File: config.mk
export PLATFORM = sky130hd
export DESIGN_NAME = uart_rx_core
export DESIGN_NICKNAME = d
export VERILOG_FILES = /design/src/rtl/uart_rx_core.sv
export SDC_FILE = /design/constraint.sdc
export NUM_CORES = 1
export LEC_CHECK = 0
export ABC_AREA = 0
export CORE_ASPECT_RATIO = 0.5
export CORE_MARGIN = 2
export CORE_UTILIZATION = 35
export CTS_BUF_LIST = sky130_fd_sc_hd__clkbuf_2 sky130_fd_sc_hd__clkbuf_4 sky130_fd_sc_hd__clkbuf_8
export DETAILED_ROUTE_END_ITERATION = 10
export SYNTH_ARGS = -nofsm -noshare
export SYNTH_HDL_FRONTEND = slang
export SYNTH_SLANG_ARGS = --single-unit
File: constraint.sdc
create_clock -name clkIN -period 7.9 [get_ports clkIN]
set_clock_uncertainty 0.2 [all_clocks]
set_input_delay 1.58 -clock clkIN [delete_from_list [all_inputs] [get_ports clkIN]]
set_output_delay 1.58 -clock clkIN [all_outputs]
set_load 0.01 [all_outputs]
File: src/rtl/uart_rx_core.sv
// uart_rx_core: 8N1 UART receiver with 2-flop synchroniser, framing-error and busy reporting.
// Define UART_RX_PARITY_EN for 8E1 frames with a parErrOUT strobe.
module uart_rx_core #(
  parameter int clkFreq = 48_000_000,
  parameter int baudRate = 9600
) (
  input  logic       clkIN,
  input  logic       nResetIN,
  input  logic       rxIN,
  output logic [7:0] dataOUT,
  output logic       validOUT,
  output logic       frameErrOUT,
`ifdef UART_RX_PARITY_EN
  output logic       parErrOUT,
`endif
  output logic       nBusyOUT
);
  localparam int BIT_CNT = clkFreq / baudRate;
  localparam int HALF_CNT = BIT_CNT / 2;
  localparam int CW = $clog2(BIT_CNT);
  localparam logic [CW-1:0] BIT_LAST = CW'(BIT_CNT - 1);
  localparam logic [CW-1:0] HALF_LAST = CW'(HALF_CNT - 1);

  if (BIT_CNT < 8) begin : gBitCntCheck
    $error("uart_rx_core: clkFreq/baudRate must be at least 8");
  end

`ifdef UART_RX_PARITY_EN
  typedef enum logic [2:0] {IDLE, START, DATA, PARITY, STOP, WAIT_HIGH} state_t;
`else
  typedef enum logic [2:0] {IDLE, START, DATA, STOP, WAIT_HIGH} state_t;
`endif

  state_t state;
  logic rxMeta, rxS, armed;
  logic [1:0] syncAge;
  logic [CW-1:0] cnt;
  logic [2:0] bitIdx;
  logic [7:0] shiftReg;
`ifdef UART_RX_PARITY_EN
  logic parBit;
`endif

  // syncAge marks when rxS carries real line data rather than its reset value
  always_ff @(posedge clkIN or negedge nResetIN) begin
    if (!nResetIN) begin
      rxMeta <= 1'b1;
      rxS <= 1'b1;
      syncAge <= 2'b00;
    end else begin
      rxMeta <= rxIN;
      rxS <= rxMeta;
      syncAge <= {syncAge[0], 1'b1};
    end
  end

  always_ff @(posedge clkIN or negedge nResetIN) begin
    if (!nResetIN) begin
      state <= IDLE;
      cnt <= '0;
      bitIdx <= '0;
      shiftReg <= '0;
      dataOUT <= '0;
      validOUT <= 1'b0;
      frameErrOUT <= 1'b0;
      nBusyOUT <= 1'b1;
      armed <= 1'b0;
`ifdef UART_RX_PARITY_EN
      parErrOUT <= 1'b0;
      parBit <= 1'b0;
`endif
    end else begin
      validOUT <= 1'b0;
      frameErrOUT <= 1'b0;
`ifdef UART_RX_PARITY_EN
      parErrOUT <= 1'b0;
`endif
      armed <= armed | (syncAge[1] & rxS);
      case (state)
        IDLE: begin
          if (armed && !rxS) begin
            state <= START;
            cnt <= '0;
            nBusyOUT <= 1'b0;
          end else begin
            nBusyOUT <= 1'b1;
          end
        end
        START: begin
          if (cnt == HALF_LAST) begin
            cnt <= '0;
            bitIdx <= '0;
            state <= rxS ? IDLE : DATA;
            nBusyOUT <= rxS;
          end else begin
            cnt <= cnt + 1'b1;
          end
        end
        DATA: begin
          if (cnt == BIT_LAST) begin
            cnt <= '0;
            shiftReg[bitIdx] <= rxS;
            bitIdx <= bitIdx + 1'b1;
`ifdef UART_RX_PARITY_EN
            if (bitIdx == 3'd7) state <= PARITY;
`else
            if (bitIdx == 3'd7) state <= STOP;
`endif
          end else begin
            cnt <= cnt + 1'b1;
          end
        end
`ifdef UART_RX_PARITY_EN
        PARITY: begin
          if (cnt == BIT_LAST) begin
            cnt <= '0;
            parBit <= rxS;
            state <= STOP;
          end else begin
            cnt <= cnt + 1'b1;
          end
        end
`endif
        STOP: begin
          if (cnt == BIT_LAST) begin
            cnt <= '0;
            state <= rxS ? IDLE : WAIT_HIGH;
            nBusyOUT <= rxS;
            frameErrOUT <= !rxS;
`ifdef UART_RX_PARITY_EN
            if (rxS && (parBit != ^shiftReg)) begin
              parErrOUT <= 1'b1;
            end else if (rxS) begin
              dataOUT <= shiftReg;
              validOUT <= 1'b1;
            end
`else
            if (rxS) begin
              dataOUT <= shiftReg;
              validOUT <= 1'b1;
            end
`endif
          end else begin
            cnt <= cnt + 1'b1;
          end
        end
        WAIT_HIGH: begin
          if (rxS) begin
            state <= IDLE;
            cnt <= '0;
            nBusyOUT <= 1'b1;
          end
        end
        default: state <= IDLE;
      endcase
    end
  end
endmodule

==> results.cfg, run 1 <==
[cts]
post_cts_resized = 0
numCtsBuffers = 5
cts_hold_buf = 0
cts_tree = yes
cts.sinks = 43
htreeDepth = 2
cts_buffer_depth = 2
cts_root_buffer = clkbuf_8
cts_setup_buffers = 0
clk_pin_slew_ps = 80
clkLatencyLatePin_ps = 290

[timing]
relSlewSlack_pct = 37.4
fin_crit_sh_pct = 39.5
setup_violations = 0
worst_slack_ps = 4780
fmax_ghz = 0.321
rsz0062_at_grt = false
tightest_slew_ps = 939
drv_slew = 0
finalCriticalPeriod_ps = 3120
finalSetupTns_ps = 0
hold_viol = 0

[placed_design]
place_congestion = 0.839
port_buffers = 13
dp_slack_ps = 5070
dpl.hpwl_mm = 2.63

[setup_path]
worstSetupPathType = reg -> out
cp-start-kind = register
cp_num_buf_inv = 1
worstPathArrival_ps = 1340
slowest_stage = dfstp_2
critPathMaxFanout = 2
endpoint_kind = output port
cp_top_family = flip-flops
critPathMaxStageDelay_ps = 530
path_cells = clkdlybuf4s50_1
crit_required_ps = 6120

[cells_and_area]
fin_nets = 211
drive_above_1_share_pct = 19.0
diodes = 0
multi_input_area_um2 = 975
nFillCells = 536
regArea_mm2 = 0.00108
area_growth_pct = 15.7

[global_routing]
grt_pass1_vias = 1415
grt_use_total_pct = 13.3
grt_overflow_total = 0
grt_max_degree = 44
antenna_found_initial = 0
grt_pass1_wl_mm = 6.87

[floorplanning]
initial_core_util_pct = 37.2
die_x_um = 113
die_h_um = 58.7
die_area_mm2 = 0.00666
std_cell_rows = 19
ioPinCount = 14
fp.coreArea_mm2 = 0.00563

[yosys]
synth_edf_count = 0
synthesis.area_mm2 = 0.00210
yosys.area.top_type = dfrtp_1
synth.top_cell.area_share_pct = 47.7
syn_area_per_cell_um2 = 10.9
synth-seq-area-share_pct = 51.5
synthArstFlopShare_pct = 100
syn_inst = 193
yosys.cell_types.count = 43
synth_top_cells_by_count = dfrtp_1 (40), nor2_1 (18), mux2_2 (16)
ys_warn_count = 0
syn-num-nets = 200
ys.flop_type = dfrtp_1
synth_area_leaders = dfrtp_1 (48%), mux2_2 (8.6%), dfstp_2 (3.8%), a22o_1 (3.3%), nor2_1 (3.2%)
yosysMostFrequentCell = dfrtp_1
ys_ff_latch = 43

[drt]
via_per_inst = 5.32
drtPass1Iterations = 5
drc_errors = 0
antenna_left = 0
wl_met3_um = 127
met1Wirelength_mm = 1.94
top_layer = met4
wl_met2_mm = 1.79
via_count = 1478
drtIter0Drc = 71
totalWireLength_mm = 3.89
wl_per_cell_um = 14.0

[pwr]
p_leak_nw = 1.07
power.density_mw_per_mm2 = 234
vdd_drop_max_mv = 0.0887

[worst_hold_path]
hold_class = reg -> reg

[status]
status = completed

[job]
maxCapViolCount = 0
-- final timing paths --
kind | slack [ps] | startpoint | end | cells past startpoint
worst min-delay path | 160 | rxMeta | rxS | 0
worst min register to register | 160 | rxMeta | rxS | 0
worst max-delay path | 4780 | nBusyOUT | nBusyOUT | 1
worst max register to register | 5070 | cnt[0] | shiftReg[7] | 6
max in group asynchronous | 5690 | nResetIN | cnt[2] | 1
min in group asynchronous | 1220 | nResetIN | dataOUT[0] | 1
-- placed cells by master, fill, tap and decap left out, types with 4 or more instances in the layout --
cell type / count
dfrtp_1: 40
nand2_1: 14
nand3_1: 10
clkdlybuf4s50_1: 12
o21ai_0: 5
nor3_1: 4
nor2_1: 18
a21oi_1: 8
mux2_2: 16
a22o_1: 8
a21o_1: 5
clkbuf_8: 5
ha_1: 4
nand4_1: 4
-- layout make-up --
cell class | count | area share, %
Inverter | 3 | 0.464
Sequential cell | 43 | 44.5
Clock inverter | 2 | 2.48
Timing Repair Buffer | 14 | 5.47
Multi-Input combinational cell | 137 | 40.2
Tap cell | 73 | 3.76
Clock buffer | 6 | 3.15
-- worst reg2reg max path: cells and delay by family, from the launching register on --
family                     cells  cell delay [ps]
and+or+nand+nor                4             1520
adders and majority gates      1              210
DFF                            1              470
muxes                          1              310
-- layer usage --
metal | track usage (%) | vias up
li1 | - | 728
met1 | 17.5 | 719
met2 | 21.0 | 26
met3 | 4.02 | 5
met4 | 5.23 | 0
met5 | 0 | -
-- power breakdown --
part	total (mW)	internal (mW)	leakage [nW]	switching, mW
Clock	0.204	0.130	0.0688	0.0741
Combinational	0.105	0.0461	0.423	0.0591
Sequential	0.259	0.236	0.575	0.0236
-- registers in the layout, summed over array words and instances, names as in the netlist, 2 cells and up --
register and flops:
bitIdx 3, cnt 13, dataOUT 8, shiftReg 8, state 3, syncAge 2
-- stage by stage --
stage | cell area (µm²) | power, mW | util [%] | instances | hold slack (ps)
after global placement | 2290 | 0.367 | 40.6 | 270 | 132
final | 2430 | 0.569 | 43.1 | 278 | 160
after global routing | 2430 | 0.603 | 43.1 | 278 | 165
after floorplan | 2100 | 0.337 | - | 193 | 131
after CTS | 2430 | 0.576 | 43.1 | 278 | 158
after detailed placement | 2290 | 0.369 | 40.6 | 270 | 147
-- logic make-up (layout without fill, tap and decap cells) --
| kind of cell | count (synthesis) | in the layout | synth area share (%) |
|---|---|---|---|
| xor+xnor | 3 | 3 | 1.25 |
| fa+ha+maj | 4 | 4 | 2.39 |
| other cells | 1 | 1 | 0.179 |
| buf+inv | 13 | 25 | 2.39 |
| compound gates | 35 | 35 | 11.6 |
| simple gates | 77 | 77 | 21.4 |
| mux | 17 | 17 | 9.31 |
| flops | 43 | 43 | 51.5 |
Power figures use the tool's default switching activity.
==> inputs of run 2 (changes only) <==
- clock period: 7.9 -> 3.1 ns (I/O delays scaled with it)
==> results.cfg, run 2 (synthesis gave the netlist of run 1 again) <==
[status]
status = completed

[pwr]
power.density_mw_per_mm2 = 544
power_switching_mw = 0.421
comb_power_share_pct = 21.2
netSwitchingFraction_pct = 32.2
clockPowerShare_pct = 27.9
p_int_mw = 0.885
seqPwrFrac_pct = 50.9
vdd_drop_max_mv = 0.165
p_leak_nw = 1.05

[placed_design]
dp_slack_ps = 268
port_buffers = 13
place_congestion = 0.786
dpl.hpwl_mm = 2.69

[timing]
rsz0062_at_grt = false
hold_viol = 0
fin_crit_sh_pct = 90.8
worst_slack_ps = 285
relSlewSlack_pct = 36.3
tightest_slew_ps = 956
drv_slew = 0
fmax_ghz = 0.355
setup_violations = 0
finalCriticalPeriod_ps = 2810
finalSetupTns_ps = 0

[setup_path]
worstPathArrival_ps = 2800
worst_r2r_path_depth = 6
worstSetupPathType = reg -> reg
endpoint_kind = register
critPathMaxFanout = 8
crit_required_ps = 3090
cp-start-kind = register

[floorplanning]
die_x_um = 113
die_h_um = 58.7
std_cell_rows = 19
die_area_mm2 = 0.00666
ioPinCount = 14
fp.coreArea_mm2 = 0.00563
initial_core_util_pct = 37.2

[global_routing]
grt_overflow_total = 0
grt_max_degree = 44
grt_pass1_wl_mm = 7.13
antenna_found_initial = 0
grt_use_total_pct = 13.6
grt_pass1_vias = 1451

[drt]
drtPass1Iterations = 4
totalWireLength_mm = 3.97
drc_errors = 0
antenna_left = 0
wl_per_cell_um = 14.2
via_count = 1471
drtIter0Drc = 73
via_per_inst = 5.25

[cells_and_area]
area_growth_pct = 14.4
largest_reg_flops = 13
top_regs = cnt: 13 flops, dataOUT: 8 flops, shiftReg: 8 flops
regMostFlops = cnt
final_cell_mix = dfrtp_1 (40), nor2_1 (18), mux2_2 (16), nand2_1 (14), clkdlybuf4s50_1 (12)
diodes = 0
fin_nets = 213
drive_above_1_share_pct = 19.8
layout_commonest_cell = dfrtp_1

[cts]
post_cts_resized = 0
cts_setup_buffers = 0
cts_buffer_depth = 2
cts_hold_buf = 0
clkLatencyLatePin_ps = 290
cts_root_buffer = clkbuf_8
htreeDepth = 2
cts.sinks = 43
numCtsBuffers = 5
clk_pin_slew_ps = 90
cts_tree = yes

[worst_hold_path]
hold_depth = 0
hold_class = reg -> reg

[job]
maxCapViolCount = 0
run 2: changes by cell type in the layout (fill, tap and decap cells not counted):
cell / change
buf_4: +2
bufinv_16: -2
clkbuf_4: -1
clkinv_4: +2
clkinvlp_4: +1
run 2: routing by layer:
layer  part of all wire, %  vias up  global-route usage, %
met2                    45       19                   21.5
met5                     0        -                      0
li1                      -      728                      -
met3                   3.5        2                   4.02
met4                  0.48        0                   3.14
met1                    51      722                   18.6
run 2: stage by stage:
stage | hold slack [ps] | cell area (µm²) | instances | utilization [%] | total power [mW]
after CTS | 153 | 2400 | 280 | 42.6 | 1.32
after floorplan | 124 | 2100 | 193 | - | 0.858
final | 151 | 2400 | 280 | 42.6 | 1.31
after global routing | 156 | 2400 | 280 | 42.6 | 1.40
after detailed placement | 137 | 2300 | 272 | 40.9 | 0.953
after global placement | 135 | 2300 | 272 | 40.9 | 0.941
run 2: layout make-up:
cell class	instances	area, µm²
sequential	43	1080
clock buffer	5	68.8
multi-input combinational	137	975
fill	530	3240
clock inverter	3	25.0
timing repair buffer	16	148
inverter	3	11.3
tap	73	91.3
run 2: worst paths after layout:
kind | start | endpoint | slack [ps]
worst max-delay path | cnt[0] | shiftReg[4] | 290
worst min-delay path | rxMeta | rxS | 150
worst max register to register | cnt[0] | shiftReg[4] | 290
worst min register to register | rxMeta | rxS | 150
max in group asynchronous | nResetIN | cnt[0] | 1850
min in group asynchronous | nResetIN | dataOUT[6] | 260
run 2: power groups by stage:
stage | Clock [mW] | Combinational, mW | Sequential [mW]
6_report | 0.364 | 0.277 | 0.664
5_1_grt | 0.409 | 0.313 | 0.677
4_1_cts | 0.379 | 0.280 | 0.664
3_5_place_dp | 0 | 0.279 | 0.675
3_3_place_gp | 0 | 0.271 | 0.670
2_1_floorplan | 0 | 0.219 | 0.640
run 2: critical path, cell delays in order, from the launching register on:
cell and delay (ps):
dfrtp_1 460, ha_1 210, or4b_4 490, nor4_4 420, nand3_2 200, nor4b_1 360
mux2_2 370
==> patch 1 (settings of run 2) <==
Add a define of `UART_RX_PARITY_EN`.
--- a/src/rtl/uart_rx_core.sv
+++ b/src/rtl/uart_rx_core.sv
@@ -1,5 +1,7 @@
 // uart_rx_core: 8N1 UART receiver with 2-flop synchroniser, framing-error and busy reporting.
 // Define UART_RX_PARITY_EN for 8E1 frames with a parErrOUT strobe.
+`define UART_RX_PARITY_EN
+
 module uart_rx_core #(
   parameter int clkFreq = 48_000_000,
   parameter int baudRate = 9600
Check against the original RTL (old outputs only; new: parErrOUT): same outputs for any inputs over 10 cycles, from zero or initial values and one cycle with nResetIN low; that may be too few to reach the edited logic, so the function may still have changed.
==> patch 1 against run 2 <==
Critical path depth did not move. Via count rose by 8.8%. Sequential cell count rose by 2. Wire length rose by 7.3%. Worst hold slack improved by 3.7 ps. Final cell count rose by 12%. Power rose by 5.7%. Cell area rose by 9.2%. Non-clock buffer count rose by 2. Setup slack improved by 340 ps. Synthesized area rose by 10%. Global-route usage fell by 0.38 points. Utilization fell by 0.52 points. Critical path type unchanged. Largest power group unchanged.
==> patch 1: results <==
layout:
  layout.nets: 232
  nFillCells: 602
  diodes: 0
  layout-drive-gt1-share_pct: 16.8
  top_regs: "cnt x13, dataOUT x8, shiftReg x8"
global_route:
  grt_pass1_wl_um: 7710
  grtUsageMet3_pct: 3.33
  grt_use_met2_pct: 23.2
  grt_pass1_vias: 1618
  gr-usage-met1_pct: 17.0
  grt_max_degree: 46
  globalRouteTotalUtil_pct: 13.2
  antenna_found_initial: 0
drt:
  drtIter0Drc: 123
  dr.pass1.iters: 4
  wl_met3_um: 106
  dr.max_layer_used: "met4"
  vias: 1600
  met1_length_um: 2180
  wl_um: 4260
  wl_met2_um: 1940
clocking:
  post-cts-setup-buffers: 0
  cts_max_path_buffers: 2
  ctsResizeCount: 0
  insertion_delay_ps: 290
  path_clk_slew_ps: 90
  cts_root_buf: "clkbuf_8"
  htree_levels: 2
  cts_made_buffers: 5
outcome:
  status: "complete, no violations"
critical_path:
  reg2reg_depth: 6
  reg2reg_from: "cnt[5]$_DFFE_PN0P_"
  cp_top_family: "simple AND/OR/NAND/NOR gates"
  worstPathMaxFanout: 5
  r2r_setup_slack_ps: 630
  arrival_ps: 2460
  path_class: "flip-flop to flip-flop"
  slowest_delay_ps: 570
  slowest_stage: "or4_4"
  r2r_end: "shiftReg[2]$_DFFE_PN0P_"
min_path:
  hold_path_startpoint: "syncAge[0]$_DFF_PN0_"
  hp-class: "flip-flop to flip-flop"
yosys:
  syn-num-nets: 221
  yosysSeqAreaShare_pct: 48.8
  async_flop_share_pct: 100
  synth_common_cells: "42 x dfrtp_1, 17 x mux2_2, 15 x nor2_1"
  yosysUniqueCellTypes: 45
  synthTopCellsByArea: "dfrtp_1 45%, mux2_2 8.3%, dfstp_2 3.4%, xnor2_1 2.6%, nor2_1 2.4%"
pwr:
  switching_share_pct: 31.6
  p_switching_mw: 0.436
  p_clk_share_pct: 27.8
  seq-power_mw: 0.714
  power.leakage_nw: 1.16
  peakVddDrop_mv: 0.311
placement:
  gp_congestion: 0.774
  dp_hpwl_um: 2890
  numPortBuffers: 14
sta:
  relSlewSlack_pct: 35.4
[patch 1: changes by cell type after synthesis, sizes merged, moves of 4 or more]
cell | before | now
xnor2 | 0 | 7
buf | 0 | 6
nand3 | 11 | 7
nor2 | 19 | 15
nor2b | 1 | 5
nor3b | 0 | 4
[patch 1: cell families (layout without fill, tap and decap cells)]
| group | after synthesis | count (layout) | share of synthesized area, % |
|---|---|---|---|
| AOI/OAI and AO/OA | 38 | 38 | 11.5 |
| xor gates and xnor gates | 10 | 10 | 4.38 |
| adders and majority gates | 4 | 4 | 2.16 |
| buffers and inverters | 20 | 32 | 3.84 |
| DFF | 45 | 45 | 48.8 |
| muxes | 21 | 21 | 10.1 |
| other | 1 | 1 | 0.162 |
| and+or+nand+nor | 75 | 75 | 19.1 |
[patch 1: area by class of cell]
type,count,area share (%)
flip-flops and latches,45,43.1
multi-input cells,149,41.8
repair buffers,18,6.30
well taps,88,4.20
clock buffers,6,3.15
inverters,6,0.860
clock inverters,2,0.525
[patch 1: how the worst min path moves through the flow]
stage,cells past startpoint,endpoint,slack [ps]
6_report,0,syncAge[1]$_DFF_PN0_,150
5_1_grt,0,rxS$_DFF_PN1_,170
4_1_cts,0,syncAge[1]$_DFF_PN0_,160
3_5_place_dp,0,syncAge[1]$_DFF_PN0_,140
3_3_place_gp,0,syncAge[1]$_DFF_PN0_,140
2_1_floorplan,0,armed$_DFF_PN0_,120
[patch 1: per-stage QoR]
step | hold slack [ps] | cell area [µm²] | instances | worst slack, ps
2_1_floorplan | 124 | 2310 | 214 | 828
3_3_place_gp | 136 | 2520 | 306 | 655
3_5_place_dp | 136 | 2520 | 306 | 632
4_1_cts | 156 | 2620 | 314 | 607
5_1_grt | 169 | 2620 | 314 | 477
6_report | 155 | 2620 | 314 | 626
==> patch 2 (flow settings as in run 2) <==
Made on the original files. Add an input register stage for `rxIN`; this delays it by one clock.
--- a/src/rtl/uart_rx_core.sv
+++ b/src/rtl/uart_rx_core.sv
@@ -20,6 +20,12 @@
   localparam int CW = $clog2(BIT_CNT);
   localparam logic [CW-1:0] BIT_LAST = CW'(BIT_CNT - 1);
   localparam logic [CW-1:0] HALF_LAST = CW'(HALF_CNT - 1);
+
+  logic rxIN_q;
+
+  always_ff @(posedge clkIN) begin
+    rxIN_q <= rxIN;
+  end
 
   if (BIT_CNT < 8) begin : gBitCntCheck
     $error("uart_rx_core: clkFreq/baudRate must be at least 8");
@@ -48,7 +54,7 @@
       rxS <= 1'b1;
       syncAge <= 2'b00;
     end else begin
-      rxMeta <= rxIN;
+      rxMeta <= rxIN_q;
       rxS <= rxMeta;
       syncAge <= {syncAge[0], 1'b1};
     end
Behaviour: not the same (a bounded check fails within 10 cycles, from zero or initial values and one cycle with nResetIN low).
==> patch 2 against run 2 <==
Sequential power increased by 1%. Cell area increased by 2.6%. Power up 12%. Clock power up 44%. Setup slack worse by 27 ps. Sequential cell count is 1 higher. Fmax is 0.94% lower. Wire length increased by 0.45%. Synthesized area is 0.95% higher. Critical path depth unchanged. Critical endpoint unchanged. Largest power group unchanged.
==> patch 2: results <==
critical_path:
  worstPathMaxFanout: 8
  reg2reg_from: "cnt[0]$_DFFE_PN0P_"
  startpoint_type: "flip-flop"
  slowest_delay_ps: 490
  arrival_ps: 2830
  r2r_setup_slack_ps: 260
yosys:
  synth_compound_area_share_pct: 11.5
  synthAdderAreaFrac_pct: 2.36
  async_flop_share_pct: 97.7
  syn_inst: 194
  yosysUniqueCellTypes: 44
  yosysSeqAreaShare_pct: 52.0
  synthTopCellsByArea: "dfrtp_1 47%, mux2_2 8.5%, dfstp_2 3.7%, a22o_1 3.3%, nor2_1 3.2%"
  syn-num-nets: 201
  synth-xor-area-share_pct: 1.24
  muxShareOfSynthArea_pct: 9.22
min_path:
  hold_path_startpoint: "rxIN_q$_DFF_P_"
  min_to: "rxMeta$_DFF_PN1_"
  holdPathStages: 0
pwr:
  power.leakage_nw: 1.09
  p_total_mw: 1.47
  p_switching_mw: 0.402
  peakVddDrop_mv: 0.212
  pwr-share-comb_pct: 18.4
  seq-power_mw: 0.671
global_route:
  globalRouteTotalUtil_pct: 13.9
  grt_pass1_wl_um: 7170
layout:
  layout.nets: 214
  top_regs: "cnt x13, dataOUT x8, shiftReg x8"
  layout-drive-gt1-share_pct: 19.7
  nFillCells: 553
placement:
  gp_congestion: 0.801
  place_inst: 273
  dp_hpwl_um: 2620
  postPlaceCellArea_um2: 2320
drt:
  vias: 1509
  drtIter0Drc: 86
  wl_per_cell_um: 14.2
  dr.pass1.iters: 5
  wl_um: 3990
clocking:
  cts_max_path_buffers: 2
  path_clk_slew_ps: 80
sta:
  tightest_slew_ps: 944
outcome:
  status: "complete, no violations"
patch 2: cell count changes in the layout (fill, tap and decap cells not counted):
cell / delta
bufinv_16: +2
dfxtp_1: +1
clkinv_4: -2
clkbuf_4: +1
clkinvlp_4: -1
patch 2: final cells by class:
type	instances	area, µm²	share of cell area [%]
Clock buffer	6	76.3	3.10
Clock inverter	2	60.1	2.44
Inverter	3	11.3	0.458
Multi-Input combinational cell	137	975	39.6
Sequential cell	44	1100	44.7
Tap cell	73	91.3	3.71
Timing Repair Buffer	16	148	6.00
patch 2: per-layer routing:
layer | track usage, % | vias to the layer above | wire length, µm
met3 | 3.99 | 11 | 123
met5 | 0 | - | 0
met4 | 5.75 | 0 | 75
li1 | - | 732 | -
met2 | 21.7 | 19 | 1780
met1 | 18.4 | 747 | 2010
patch 2: stage by stage:
stage	hold slack, ps	setup slack (ps)
final	97.7	258
after global routing	106	101
after CTS	107	243
after detailed placement	90.9	225
after global placement	84.0	340
after floorplan	83.9	471
